<file path="config.mk">
export PLATFORM = sky130hd
export DESIGN_NAME = regfile_write_scheduler_flat
export DESIGN_NICKNAME = d
export VERILOG_FILES = /design/src/rtl/regfile_write_scheduler_if.sv /design/src/rtl/regfile_write_scheduler.sv /design/src/flat_wrapper.sv
export SDC_FILE = /design/constraint.sdc
export NUM_CORES = 1
export LEC_CHECK = 0
export ABC_AREA = 0
export CAP_MARGIN = 20
export CORE_MARGIN = 8
export CORE_UTILIZATION = 40
export CTS_CLUSTER_DIAMETER = 100
export DETAILED_ROUTE_END_ITERATION = 10
export PLACE_DENSITY = 0.77
export SLEW_MARGIN = 20
export SYNTH_ARGS = -nofsm -noshare
export SYNTH_HDL_FRONTEND = slang
export SYNTH_SLANG_ARGS = --single-unit
</file>
<file path="constraint.sdc">
create_clock -name clk -period 5.3 [get_ports clk]
set_input_delay 1.59 -clock clk [delete_from_list [all_inputs] [get_ports clk]]
set_output_delay 1.59 -clock clk [all_outputs]
set_load 0.05 [all_outputs]
</file>
<file path="src/rtl/regfile_write_scheduler_if.sv">
// regfile_write_scheduler_if: requester handshake, clear control and register-file write bus
interface regfile_write_scheduler_if;
    logic [2:0]  req_valid;
    logic [11:0] req_addr;
    logic [47:0] req_data;
    logic [2:0]  req_ready;
    logic        clear_start;
    logic        clear_busy;
    logic        write;
    logic [3:0]  write_select;
    logic [15:0] inputReg;
    modport master (
        output req_valid, req_addr, req_data, clear_start,
        input  req_ready, clear_busy, write, write_select, inputReg
    );
    modport slave (
        input  req_valid, req_addr, req_data, clear_start,
        output req_ready, clear_busy, write, write_select, inputReg
    );
endinterface

</file>
<file path="src/rtl/regfile_write_scheduler.sv">
// regfile_write_scheduler: round-robin write arbiter for three requesters with a 16-entry clear sweep
module regfile_write_scheduler #(
    parameter logic [15:0] CLEAR_VALUE = 16'h0000
) (
    input logic                        clk,
    input logic                        reset,
    regfile_write_scheduler_if.slave   bus
);
    typedef enum logic {RUN, CLEAR} state_t;
    state_t      state_q, state_d;
    logic [1:0]  ptr_q, ptr_d;
    logic [3:0]  cnt_q, cnt_d;
    logic        wr_q, wr_d;
    logic [3:0]  sel_q, sel_d;
    logic [15:0] data_q, data_d;
    logic [2:0]  grant;
    logic [1:0]  gidx;
    int          idx;
    // Round-robin pick starting after ptr; scanning from farthest to nearest lets the nearest valid win
    always_comb begin
        grant = '0;
        gidx  = ptr_q;
        idx   = 0;
        if (reset && state_q == RUN && !bus.clear_start) begin
            for (int k = 3; k >= 1; k--) begin
                idx = (int'(ptr_q) + k) % 3;
                if (bus.req_valid[idx]) begin
                    grant = 3'b001 << idx;
                    gidx  = 2'(idx);
                end
            end
        end
    end
    assign bus.req_ready    = grant;
    assign bus.clear_busy   = state_q == CLEAR;
    assign bus.write        = wr_q;
    assign bus.write_select = sel_q;
    assign bus.inputReg     = data_q;
    // Next-state: accepted transfer or sweep step becomes next cycle's write; clear_start preempts requests
    always_comb begin
        state_d = state_q;
        ptr_d   = ptr_q;
        cnt_d   = cnt_q;
        wr_d    = 1'b0;
        sel_d   = sel_q;
        data_d  = data_q;
        if (state_q == CLEAR) begin
            wr_d    = 1'b1;
            sel_d   = cnt_q;
            data_d  = CLEAR_VALUE;
            cnt_d   = cnt_q + 4'd1;
            state_d = cnt_q == 4'd15 ? RUN : CLEAR;
        end else if (bus.clear_start) begin
            state_d = CLEAR;
            cnt_d   = 4'd0;
        end else if (|grant) begin
            ptr_d  = gidx;
            wr_d   = 1'b1;
            sel_d  = bus.req_addr[{gidx, 2'b00} +: 4];
            data_d = bus.req_data[{gidx, 4'b0000} +: 16];
        end
    end
    // State and registered write port; ptr resets to 2 so requester 0 is searched first
    always_ff @(posedge clk or negedge reset) begin
        if (!reset) begin
            state_q <= RUN;
            ptr_q   <= 2'd2;
            cnt_q   <= 4'd0;
            wr_q    <= 1'b0;
            sel_q   <= 4'd0;
            data_q  <= 16'h0000;
        end else begin
            state_q <= state_d;
            ptr_q   <= ptr_d;
            cnt_q   <= cnt_d;
            wr_q    <= wr_d;
            sel_q   <= sel_d;
            data_q  <= data_d;
        end
    end
endmodule

</file>
<file path="src/flat_wrapper.sv">
// flat-port wrapper written by rule: the top's interface ports become plain ports
module regfile_write_scheduler_flat 
#(
    parameter logic [15:0] CLEAR_VALUE = 16'h0000
)
  (clk, reset, bus_req_valid, bus_req_addr, bus_req_data, bus_clear_start, bus_req_ready, bus_clear_busy, bus_write, bus_write_select, bus_inputReg);
  regfile_write_scheduler_if bus_i ();
  input logic clk;
  input logic reset;
  input wire logic [$bits(bus_i.req_valid)-1:0] bus_req_valid;
  input wire logic [$bits(bus_i.req_addr)-1:0] bus_req_addr;
  input wire logic [$bits(bus_i.req_data)-1:0] bus_req_data;
  input wire logic [$bits(bus_i.clear_start)-1:0] bus_clear_start;
  output wire logic [$bits(bus_i.req_ready)-1:0] bus_req_ready;
  output wire logic [$bits(bus_i.clear_busy)-1:0] bus_clear_busy;
  output wire logic [$bits(bus_i.write)-1:0] bus_write;
  output wire logic [$bits(bus_i.write_select)-1:0] bus_write_select;
  output wire logic [$bits(bus_i.inputReg)-1:0] bus_inputReg;
  assign bus_i.req_valid = bus_req_valid;
  assign bus_i.req_addr = bus_req_addr;
  assign bus_i.req_data = bus_req_data;
  assign bus_i.clear_start = bus_clear_start;
  assign bus_req_ready = bus_i.req_ready;
  assign bus_clear_busy = bus_i.clear_busy;
  assign bus_write = bus_i.write;
  assign bus_write_select = bus_i.write_select;
  assign bus_inputReg = bus_i.inputReg;
  regfile_write_scheduler #(.CLEAR_VALUE(CLEAR_VALUE)) u_core (.clk(clk), .reset(reset), .bus(bus_i));
endmodule
</file>
==> Word level (Yosys, flattened, before mapping) <==
Cells that the tools add are included.
W data, S select, Z words.
{ "totals": {"n_memories": 0, "mem_bits_ro": 0, "mem_bits_rw": 0, "word_cells": 64, "input_bits": 66, "ff_bits": 28, "latch_bits": 0, "output_inout_bits": 25} }
{ "op_classes": {"n_reduce_logical": 8, "mux": 31, "div": 3, "n_addsub": 4, "magnitude_cmp": 3, "multipliers": 0, "n_shift": 5, "n_bitwise": 2, "eq_ne": 2} }
{ "op_table": {"columns": ["cell", "n"], "rows": [
  ["$lt A32 B4 Y1 const B", 3],
  ["$mod A32 B3 Y32 const B", 3],
  ["$shl A1 B32 Y3 const A", 3],
  ["$mux W16", 3],
  ["$shiftx A48 B7 Y16", 1],
  ["$mux W4", 5],
  ["$mux W1", 12],
  ["$mux W3", 4],
  ["$shiftx A12 B5 Y4", 1],
  ["$mux W2", 4],
  ["$add A2 B2 Y3 const B", 2],
  ["$bmux W1 S2", 3],
  ["$add A4 B1 Y4 const B", 1],
  ["$eq A4 B4 Y1 const B", 1],
  ["$reduce_bool A2 Y1", 2],
  ["$add A2 B1 Y3 const B", 1],
  ["$reduce_and A3 Y1", 1],
  ["$reduce_or A3 Y1", 1],
  ["$logic_and A1 B1 Y1", 2],
  ["$ne A2 B1 Y1 const B", 1],
  ["$not A1 Y1", 2],
  ["$reduce_and A2 Y1", 1],
  ["$logic_not A1 Y1", 1]
]} }

==> Longest topological paths before layout <==
{ "logic_depth": {"ltp_word": 13, "ltp_mapped": 11, "ltp_nobuf": 9} }

==> Least setup slack after synthesis <==
Ideal clock, no wire load.
{ "synth_path": {"path_type": "in2out", "start": "in bus_req_valid[2]", "end": "out bus_req_ready[0]", "required_ps": 3710, "path_stages": 5, "path_slack_ps": 635, "arrival_ps": 3075, "path_buffers": 1, "path_cell_list": "buf_6 -> mux2_4 -> a22oi_2 -> o21ai_0 -> nor2_1"} }
{ "synth_between": {"elab_chain_cells": 7, "elab_cells_between_ends": 13, "classes_between": "mux (13)"} }
{ "synth_rtl": {"columns": ["item", "line", "source"], "rows": [
  ["from (decl)", "flat_wrapper.sv:10", "input wire logic [$bits(bus_i.req_valid)-1:0] bus_req_valid;"],
  ["$bmux W1 S2", "regfile_write_scheduler.sv:27", "if (bus.req_valid[idx]) begin"],
  ["$mux W1 (not written as such) (2 in a row)", "regfile_write_scheduler.sv:27", null],
  ["$mux W3 (2 in a row)", "regfile_write_scheduler.sv:27", null],
  ["$mux W3 (*)", "regfile_write_scheduler.sv:27", null],
  ["$mux W3 (*)", "regfile_write_scheduler.sv:24", "if (reset && state_q == RUN && !bus.clear_start) begin"],
  ["to (decl)", "flat_wrapper.sv:14", "output wire logic [$bits(bus_i.req_ready)-1:0] bus_req_ready;"]
]} }
Mark *: on every way between the ends. The rest lies on a longest branch, timed or not. The select of a mux whose other input is x is not followed.

==> Final worst setup path <==
{ "layout_path": {"start": "in bus_req_valid[0]", "end": "out bus_req_ready[0]"} }
Same word-level chain as after synthesis.

==> metrics.txt <==
P per Cell Area=435 nW/µm²; syn nets=267; CP endpoint kind=primary output; site row count=26; CP Launch Type=input port; Least-Margin Pin Slew=0.789 ns; post-route clock skew=0.00430 ns; Post-synth top flop=dfrtp_1; outcome=finished clean; Worst Path Arrival=3.45 ns; H-tree depth=1; WS Path Type=in2out; vias in the first global route=1974; RSZ-0062 raised after global routing=no; Root Buffer=clkbuf_8; Initial DRC Count=77; CTS tree=done; Filler cells=465; largest cells by area after synthesis=dfrtp_1, mux2i_1, o221ai_2, inv_1, buf_6; Post-CTS Setup Bufs=0; Clock transition at path regs=0.10 ns; Max Freq=0.198 GHz; Core ar.=5070 µm²; Worst Hold Class=reg2reg; cts bufs inserted=3; Routed WL=5620 µm; share of layout cells above drive strength 1=17.5%; Seq/Total Area, Yosys=33.4%; synthesized area per cell=10.7 µm²; Clk Latency, worst-skew pair=0.27 ns; maxcap violations=0; static leakage=1.22 nW; post-synthesis cell count=197; Post-CTS Resized=0; Initial Util=41.4%; Longest Clk Path Bufs=2; clk sink count=28; maximum VDD drop=0.213 mV; Sequential Area=702 µm²; DRC viols=0; Max Slew Vio Count=0; EDFF count, synth=0; PortBufs=90; worst hold slack=0.557 ns; die height=88.5 µm; gr ovfl total=0; Placer Congestion=0.787; count of different cell masters after synthesis=58; WP data required=3.71 ns; first-pass GRT wire length=9510 µm; YS warnings=0; synthesized area=2100 µm²; Die ar.=7830 µm²; flops & latches, synth=28; GRT Total Usage=15.0%; synth-to-layout area growth=48.2%; ys async rst share=100%; commonest non-fill, non-tap cell in the layout=clkdlybuf4s50_1; largest net degree at the start of global routing=29; detailed placer's ending HPWL=4510 µm; Post-Route Setup TNS=0 ns; setup slack, reg-to-reg=2.12 ns; post-DR vias/cell=5.15; Avg WL per Cell=15.8 µm; Period minus WS final=5.04 ns; antenna violations before repair=0; DR pass1 iterations=4; Multi-input gate area=1180 µm²; diode count=0; area fraction of the dominant cell type after synthesis=32.2%; die width=88.5 µm; Hold Vio Cnt, Final=0; Final period util=95.1%; I/O Pins=91; CP Max Fanout=7; via count=1834; post-synth top area cell=dfrtp_1; cts-stage hold buffer count=0; Final ANT Viol Nets=0; Worst slew margin=47.3%; most frequent cells in the layout=clkdlybuf4s50_1, dfrtp_1, inv_1, nand2_1, mux2i_1; Final setup viols=0; fin nets=357
-- final cells by class --
type,instances,area share (%)
inverters,24,2.97
flip-flops and latches,28,22.5
clock buffers,3,1.33
repair buffers,96,31.3
clock inverters,1,0.964
well taps,70,2.81
multi-input cells,134,38.0
-- per-layer routing --
metal | vias to the layer above | GRT usage [%] | share of wire [%]
li1 | 908 | - | -
met1 | 867 | 18.9 | 44
met2 | 53 | 24.2 | 47
met3 | 6 | 5.48 | 7.6
met4 | 0 | 2.46 | 1.2
met5 | - | 0 | 0
-- cells in the mapped netlist (all sizes together) (2+ instances only) --
cell type / count
ha: 4
o211ai: 3
o2111ai: 2
nand3: 8
clkbuf: 2
nand2: 20
a21bo: 3
a21oi: 6
dfrtp: 27
o21a: 4
nor2: 3
o21ai: 7
nor2b: 3
and2: 2
mux2i: 17
nand2b: 4
o31ai: 4
a21o: 2
o221ai: 18
and2b: 2
a22oi: 2
inv: 24
buf: 9
a22o: 4
-- cell families (layout without fill, tap and decap cells) --
kind of cell | count (synthesis) | in the layout | share of synthesized area [%]
adder cells (fa/ha/maj) | 4 | 4 | 2.38
AO/OA/AOI/OAI | 63 | 63 | 31.6
AND/OR/NAND/NOR | 47 | 47 | 12.7
buffers and inverters | 35 | 124 | 10.2
XOR/XNOR | 2 | 2 | 0.834
flip-flops | 28 | 28 | 33.4
multiplexers | 18 | 18 | 8.81
-- power by group --
group	switching (mW)	leakage, nW	internal, mW
combinational	0.477	0.824	0.386
clock	0.0667	0.0357	0.101
sequential	0.0547	0.359	0.269
total	0.599	1.22	0.756
-- per-stage QoR --
stage	cell area (µm²)	worst slack (ns)	instances	util, %	total power [mW]
finish	3110	0.259	356	61.4	1.36
global placement	3040	0.284	352	60.0	1.19
detailed placement	3040	0.274	352	60.0	1.20
CTS	3110	0.267	356	61.4	1.37
global route	3110	0.165	356	61.4	1.46
floorplan	2100	0.635	197	-	1.03
-- final timing paths --
path / from / endpoint / cells after the start
hold reg to reg: u_core.cnt_q[0]$_DFFE_PN0N_ / u_core.cnt_q[0]$_DFFE_PN0N_ / 2
min in group asynchronous: reset / u_core.bus.clear_busy$_DFF_PN0_ / 2
setup / recovery: bus_req_valid[0] / bus_req_ready[0] / 6
hold / removal: u_core.cnt_q[0]$_DFFE_PN0N_ / u_core.cnt_q[0]$_DFFE_PN0N_ / 2
max in group asynchronous: reset / u_core.ptr_q[1]$_DFFE_PN1P_ / 2
setup reg to reg: u_core.ptr_q[1]$_DFFE_PN1P_ / u_core.bus.inputReg[8]$_DFFE_PN0P_ / 9
-- flip-flops by register name (all words and copies together) (netlist names) --
name / cells
u_core.bus.clear_busy: 1
u_core.cnt_q: 4
u_core.ptr_q: 2
u_core.bus.inputReg: 16
u_core.bus.write_select: 4
u_core.bus.write: 1
-- critical path, stage by stage --
cell and delay (ns):
clkdlybuf4s50_1 0.60, nor2b_4 0.24, o311ai_4 0.13, o311a_4 0.36
nor2_1 0.33, buf_12 0.19
Note: power is estimated with default switching activity, not from simulation.
